--- config.mk ---
export PLATFORM = sky130hd
export DESIGN_NAME = fetch_stage
export DESIGN_NICKNAME = d
export VERILOG_FILES = /design/src/rtl/fetch_stage.sv
export SDC_FILE = /design/constraint.sdc
export NUM_CORES = 1
export LEC_CHECK = 0
export BUFFER_PORTS_ARGS = -buffer_cell sky130_fd_sc_hd__buf_2
export CORE_AREA = 2 2 295 414
export CTS_CLUSTER_DIAMETER = 60
export CTS_CLUSTER_SIZE = 30
export DETAILED_ROUTE_END_ITERATION = 16
export DIE_AREA = 0 0 297 416
export HOLD_SLACK_MARGIN = 0.05
export PLACE_DENSITY = 0.54
export SLEW_MARGIN = 20
export SYNTH_ARGS = -nofsm -noshare
export SYNTH_HDL_FRONTEND = slang
export SYNTH_SLANG_ARGS = --single-unit
export TNS_END_PERCENT = 100
--- constraint.sdc ---
create_clock -name clk -period 2.8 [get_ports clk]
set_input_delay 0.14 -clock clk [delete_from_list [all_inputs] [get_ports clk]]
set_output_delay 0.14 -clock clk [all_outputs]
set_load 0.02 [all_outputs]
--- src/rtl/fetch_stage.sv ---
// ============================================================================
// Module      : fetch_stage
// Description : Instruction fetch stage with a 64x16 program memory, a 16-bit
//               PC and a registered IF/ID output (stall / branch / load aware).
// Revision    : 1.0 - initial release
// ============================================================================
`default_nettype none

module fetch_stage (
    input  logic        clk,
    input  logic        reset,
    input  logic        start,
    input  logic        stall,
    input  logic        branchTaken,
    input  logic [15:0] branchTarget,
    input  logic        imemWe,
    input  logic [5:0]  imemAddr,
    input  logic [15:0] imemData,
    output logic [15:0] instruction,
    output logic [15:0] pcPlus1,
    output logic        valid,
    output logic [15:0] pc
);

    localparam int          MEM_DEPTH  = 64;
    localparam logic [0:0]  STATE_IDLE = 1'b0;
    localparam logic [0:0]  STATE_RUN  = 1'b1;
    localparam logic [15:0] C_NOP      = 16'h0000;

    logic [0:0]  state_q, state_d;
    logic [15:0] pc_q, pc_d;
    logic [15:0] instr_q, instr_d;
    logic [15:0] pc_plus1_q, pc_plus1_d;
    logic        valid_q, valid_d;
    logic [15:0] mem_q [MEM_DEPTH];
    logic [15:0] w_mem_rdata;
    logic [15:0] w_pc_inc;

    // Program memory is deliberately left out of reset so a loaded program survives it.
    always_ff @(posedge clk) begin
        if (imemWe) begin
            mem_q[imemAddr] <= imemData;
        end
    end

    assign w_mem_rdata = mem_q[pc_q[5:0]];
    assign w_pc_inc    = pc_q + 16'd1;

    always_comb begin
        state_d    = state_q;
        pc_d       = pc_q;
        instr_d    = instr_q;
        pc_plus1_d = pc_plus1_q;
        valid_d    = valid_q;
        case (state_q)
            STATE_IDLE: begin
                instr_d = C_NOP;
                valid_d = 1'b0;
                if (start && !imemWe) begin
                    state_d = STATE_RUN;
                end
            end
            STATE_RUN: begin
                // Priority: program load, then redirect, then stall, then fetch.
                if (imemWe) begin
                    instr_d = C_NOP;
                    valid_d = 1'b0;
                end else if (branchTaken) begin
                    pc_d    = branchTarget;
                    instr_d = C_NOP;
                    valid_d = 1'b0;
                end else if (!stall) begin
                    instr_d    = w_mem_rdata;
                    pc_plus1_d = w_pc_inc;
                    pc_d       = w_pc_inc;
                    valid_d    = 1'b1;
                end
            end
            default: begin
                state_d = STATE_IDLE;
                instr_d = C_NOP;
                valid_d = 1'b0;
            end
        endcase
    end

    always_ff @(posedge clk or posedge reset) begin
        if (reset) begin
            state_q    <= STATE_IDLE;
            pc_q       <= 16'h0000;
            instr_q    <= C_NOP;
            pc_plus1_q <= 16'h0000;
            valid_q    <= 1'b0;
        end else begin
            state_q    <= state_d;
            pc_q       <= pc_d;
            instr_q    <= instr_d;
            pc_plus1_q <= pc_plus1_d;
            valid_q    <= valid_d;
        end
    end

    assign instruction = instr_q;
    assign pcPlus1     = pc_plus1_q;
    assign valid       = valid_q;
    assign pc          = pc_q;

endmodule

`default_nettype wire
==> results.yml <==
timing:
  hold_viol_final: 0
  min_period_ns: 2.718
  rsz0062_at_grt: "false"
  period_share_pct: 97.08
  layout_setup_ws_ns: 0.08174
  fin_worst_skew_ns: 0.04235
  tightestPinTransition_ns: 1.092
  slew_violations: 0
  setup-tns-final_ns: 0
  fmax_mhz: 367.9
  finalSetupViolCount: 0
  max_slew_margin_pct: 27.06
floorplan:
  chipWidth_um: 297
  core_area_um2: 120200
  row_count: 151
  die_area_um2: 123600
  design.portCount: 93
  start_util_pct: 34.74
  fp.dieH_um: 416
yosys:
  ys_types: 45
  yosysSeqAreaShare_pct: 76.66
  syn_area_per_cell_um2: 21.03
  yosysTopAreaCell: "edfxtp_1"
  yosys_warnings: 0
  ys_ff_latch: 1074
  synth_flop_cell: "edfxtp_1"
  yosys-top-cells-area: "edfxtp_1, mux4_2, dfrtp_1, mux2i_1, nor2_1"
  synth-async-reset-ratio_pct: 4.655
  synth_edf_count: 1024
  syn_area_um2: 41740
  syn-instance-count: 1985
  synth_top_area_share_pct: 73.66
  mappedNetlistNets: 2030
route:
  met3WireLength_um: 7127
  drt_wl_total_um: 112400
  drtIter0Drc: 2060
  top_layer: "met5"
  ant_nets: 0
  avgViaCountPerCell: 5.331
  avgRoutedWirePerCell_um: 28.81
  first_pass_iters: 5
  vias: 20800
  wl_met2_um: 57260
  met1_length_um: 43610
  drc: 0
worst_hold_path:
  holdPathStages: 1
  whs_endpoint: "mem_q[26][6]$_DFFE_PP_"
  min_path_type: "input port to flip-flop"
  hold_start: "imemData[6]"
status:
  outcome: "finished clean"
worst_setup_path:
  path_depth: 8
  cpMaxStageDelayCell: "a2111oi_1"
  crit_family: "multiplexers"
  worst_setup_path_start_kind: "flip-flop"
  rr_worst_depth: 8
  critPathKind: "flip-flop to flip-flop"
  r2r-start: "pc[0]$_DFFE_PP0P_"
  worst-path-max-fanout: 5
  crit_chain: "buf_4 > buf_4 > buf_4 > mux4_2 > mux2i_1 > mux2i_1 > a2111oi_1 > nor3_1"
  path_buf_inv: 3
  required_ns: 3.35
  cp_common_cell: "buf_4"
  r2r_end: "instruction[14]$_DFFE_PP0P_"
  end_kind: "flip-flop"
  cp.arrival_ns: 3.27
  slowest_delay_ns: 0.63
  r2r_slack_ns: 0.08
power_and_ir_drop:
  finalPower_uw: 34090
  p_leak_uw: 0.01533
  power.density_nw_per_um2: 712.5
  ir_worst_vdd_mv: 0.4673
grt:
  track_usage_pct: 18.15
  grt-ovfl-total: 0
  grt_max_degree: 65
  antenna_found_initial: 9
  grt_pass1_vias: 21520
  grt_pass1_wl_um: 160900
cts:
  numCtsBuffers: 52
  htreeDepth: 2
  cts_buffer_depth: 3
  clock-sinks: 1074
  cts_tree: "done"
  clk_pin_slew_ns: 0.10
  root_buffer: "clkbuf_16"
  insertion_delay_ns: 0.68
placement:
  gp_congestion: 0.8328
  place_hpwl_um: 72290
  io_buffer_count: 92
  pre_cts_ws_ns: -0.2882
  placed_cells: 3767
cells_and_area:
  stdcell_count: 3902
  drive_above_1_share_pct: 29.17
  nNetsFinal: 2296
  area_growth_pct: 14.63
job:
  max_cap_viol_count: 0
cells in the final DEF (no fill, tap or decap), types with 11 or more instances in the layout:
master,synthesis,routed
edfxtp_1,1024,1024
mux4_2,256,256
buf_4,8,172
nor2_1,98,97
buf_2,26,90
mux2i_1,90,82
a21oi_1,59,59
nand2_1,57,57
clkbuf_16,0,53
dfrtp_1,50,48
a22oi_1,45,45
dlygate4sd3_1,0,31
buf_12,0,25
nor3_1,23,19
o21ai_0,18,18
o22ai_1,17,17
nand3_1,12,12
a22o_1,11,11
worst max path at each step:
stage	startpoint	slack, ns	endpoint
floorplan	pc[0]$_DFFE_PP0P_	0.46	instruction[3]$_DFFE_PP0P_
CTS	pc[0]$_DFFE_PP0P_	0.0003	instruction[0]$_DFFE_PP0P_
global route	pc[0]$_DFFE_PP0P_	0.005	instruction[10]$_DFFE_PP0P_
global placement	pc[0]$_DFFE_PP0P_	-0.41	instruction[4]$_DFFE_PP0P_
detailed placement	pc[0]$_DFFE_PP0P_	-0.29	instruction[4]$_DFFE_PP0P_
finish	pc[0]$_DFFE_PP0P_	0.08	instruction[14]$_DFFE_PP0P_
report_power, final:
part | switching (uW) | total (uW) | leakage [uW] | internal (uW)
Sequential | 210 | 18000 | 0.00983 | 17800
Clock | 5510 | 9250 | 0.000841 | 3740
Combinational | 3830 | 6830 | 0.00466 | 3000
through the flow:
stage	util (%)	hold WS, ns	area, um^2
global route	39.81	0.08880	47840
CTS	39.72	0.05244	47730
floorplan	-	0.2266	41740
finish	39.82	0.08680	47850
global placement	37.88	0.2750	45520
detailed placement	37.88	0.2868	45520
worst register-to-register path, stage by stage, from the launching register on:
cell,delay [ns]
dfrtp_4,0.44
buf_4,0.17
buf_4,0.18
buf_4,0.16
mux4_2,0.55
mux2i_1,0.14
mux2i_1,0.21
a2111oi_1,0.63
nor3_1,0.12
layout make-up:
cell class | instances | area (um^2)
inverters | 9 | 36.28
well taps | 1606 | 2009
clock inverters | 36 | 456.7
fillers | 10740 | 72310
multi-input cells | 789 | 9300
flip-flops and latches | 1074 | 32010
repair buffers | 325 | 2703
clock buffers | 57 | 1320
diodes | 6 | 15.01
cell usage after synthesis (all sizes together), types with 3 or more instances:
cell,instances
xnor2,9
a21oi,59
clkbuf,54
and2,4
nand3,12
nor2,98
a22oi,45
and3,9
nand2b,6
mux2,4
a2111oi,16
a31oi,6
o2bb2ai,3
nor3,23
edfxtp,1024
inv,9
a22o,11
mux2i,90
nand2,57
o211ai,8
dfrtp,50
nor4b,9
o21ai,18
buf,59
nand4,3
mux4,256
o22ai,17
nor2b,6
xor2,5
flip-flops by register name (all words and copies together), names as in the netlist:
| register | count |
|---|---|
| state_q | 1 |
| valid | 1 |
| pc | 16 |
| instruction | 16 |
| pcPlus1 | 16 |
| mem_q | 1024 |
layer usage:
layer / up-vias / GRT usage (%)
met5: - / 0
met4: 6 / 6.412
met3: 146 / 3.729
met2: 697 / 31.36
met1: 11190 / 22.63
li1: 8764 / -
kinds of logic (layout without fill, tap and decap cells):
kind of cell	count (synthesis)	count (layout)	synth area share, %
AOI/OAI and AO/OA	187	187	2.926
xor gates and xnor gates	14	14	0.2938
adders and majority gates	1	1	0.02997
buffers and inverters	122	427	1.391
DFF	1074	1074	76.66
muxes	350	350	16.08
other	0	6	0
and+or+nand+nor	237	237	2.620
what timing repair did:
item                       in CTS  in global routing
setup buffers                   3                  0
hold buffers                   29                  2
gates resized for setup        18                 15
setup endpoints to repair      11                 13
gates cloned                    1                  1
hold endpoints to repair      216                 51
pin swaps                       0                  1
Power figures use the tool's default switching activity.
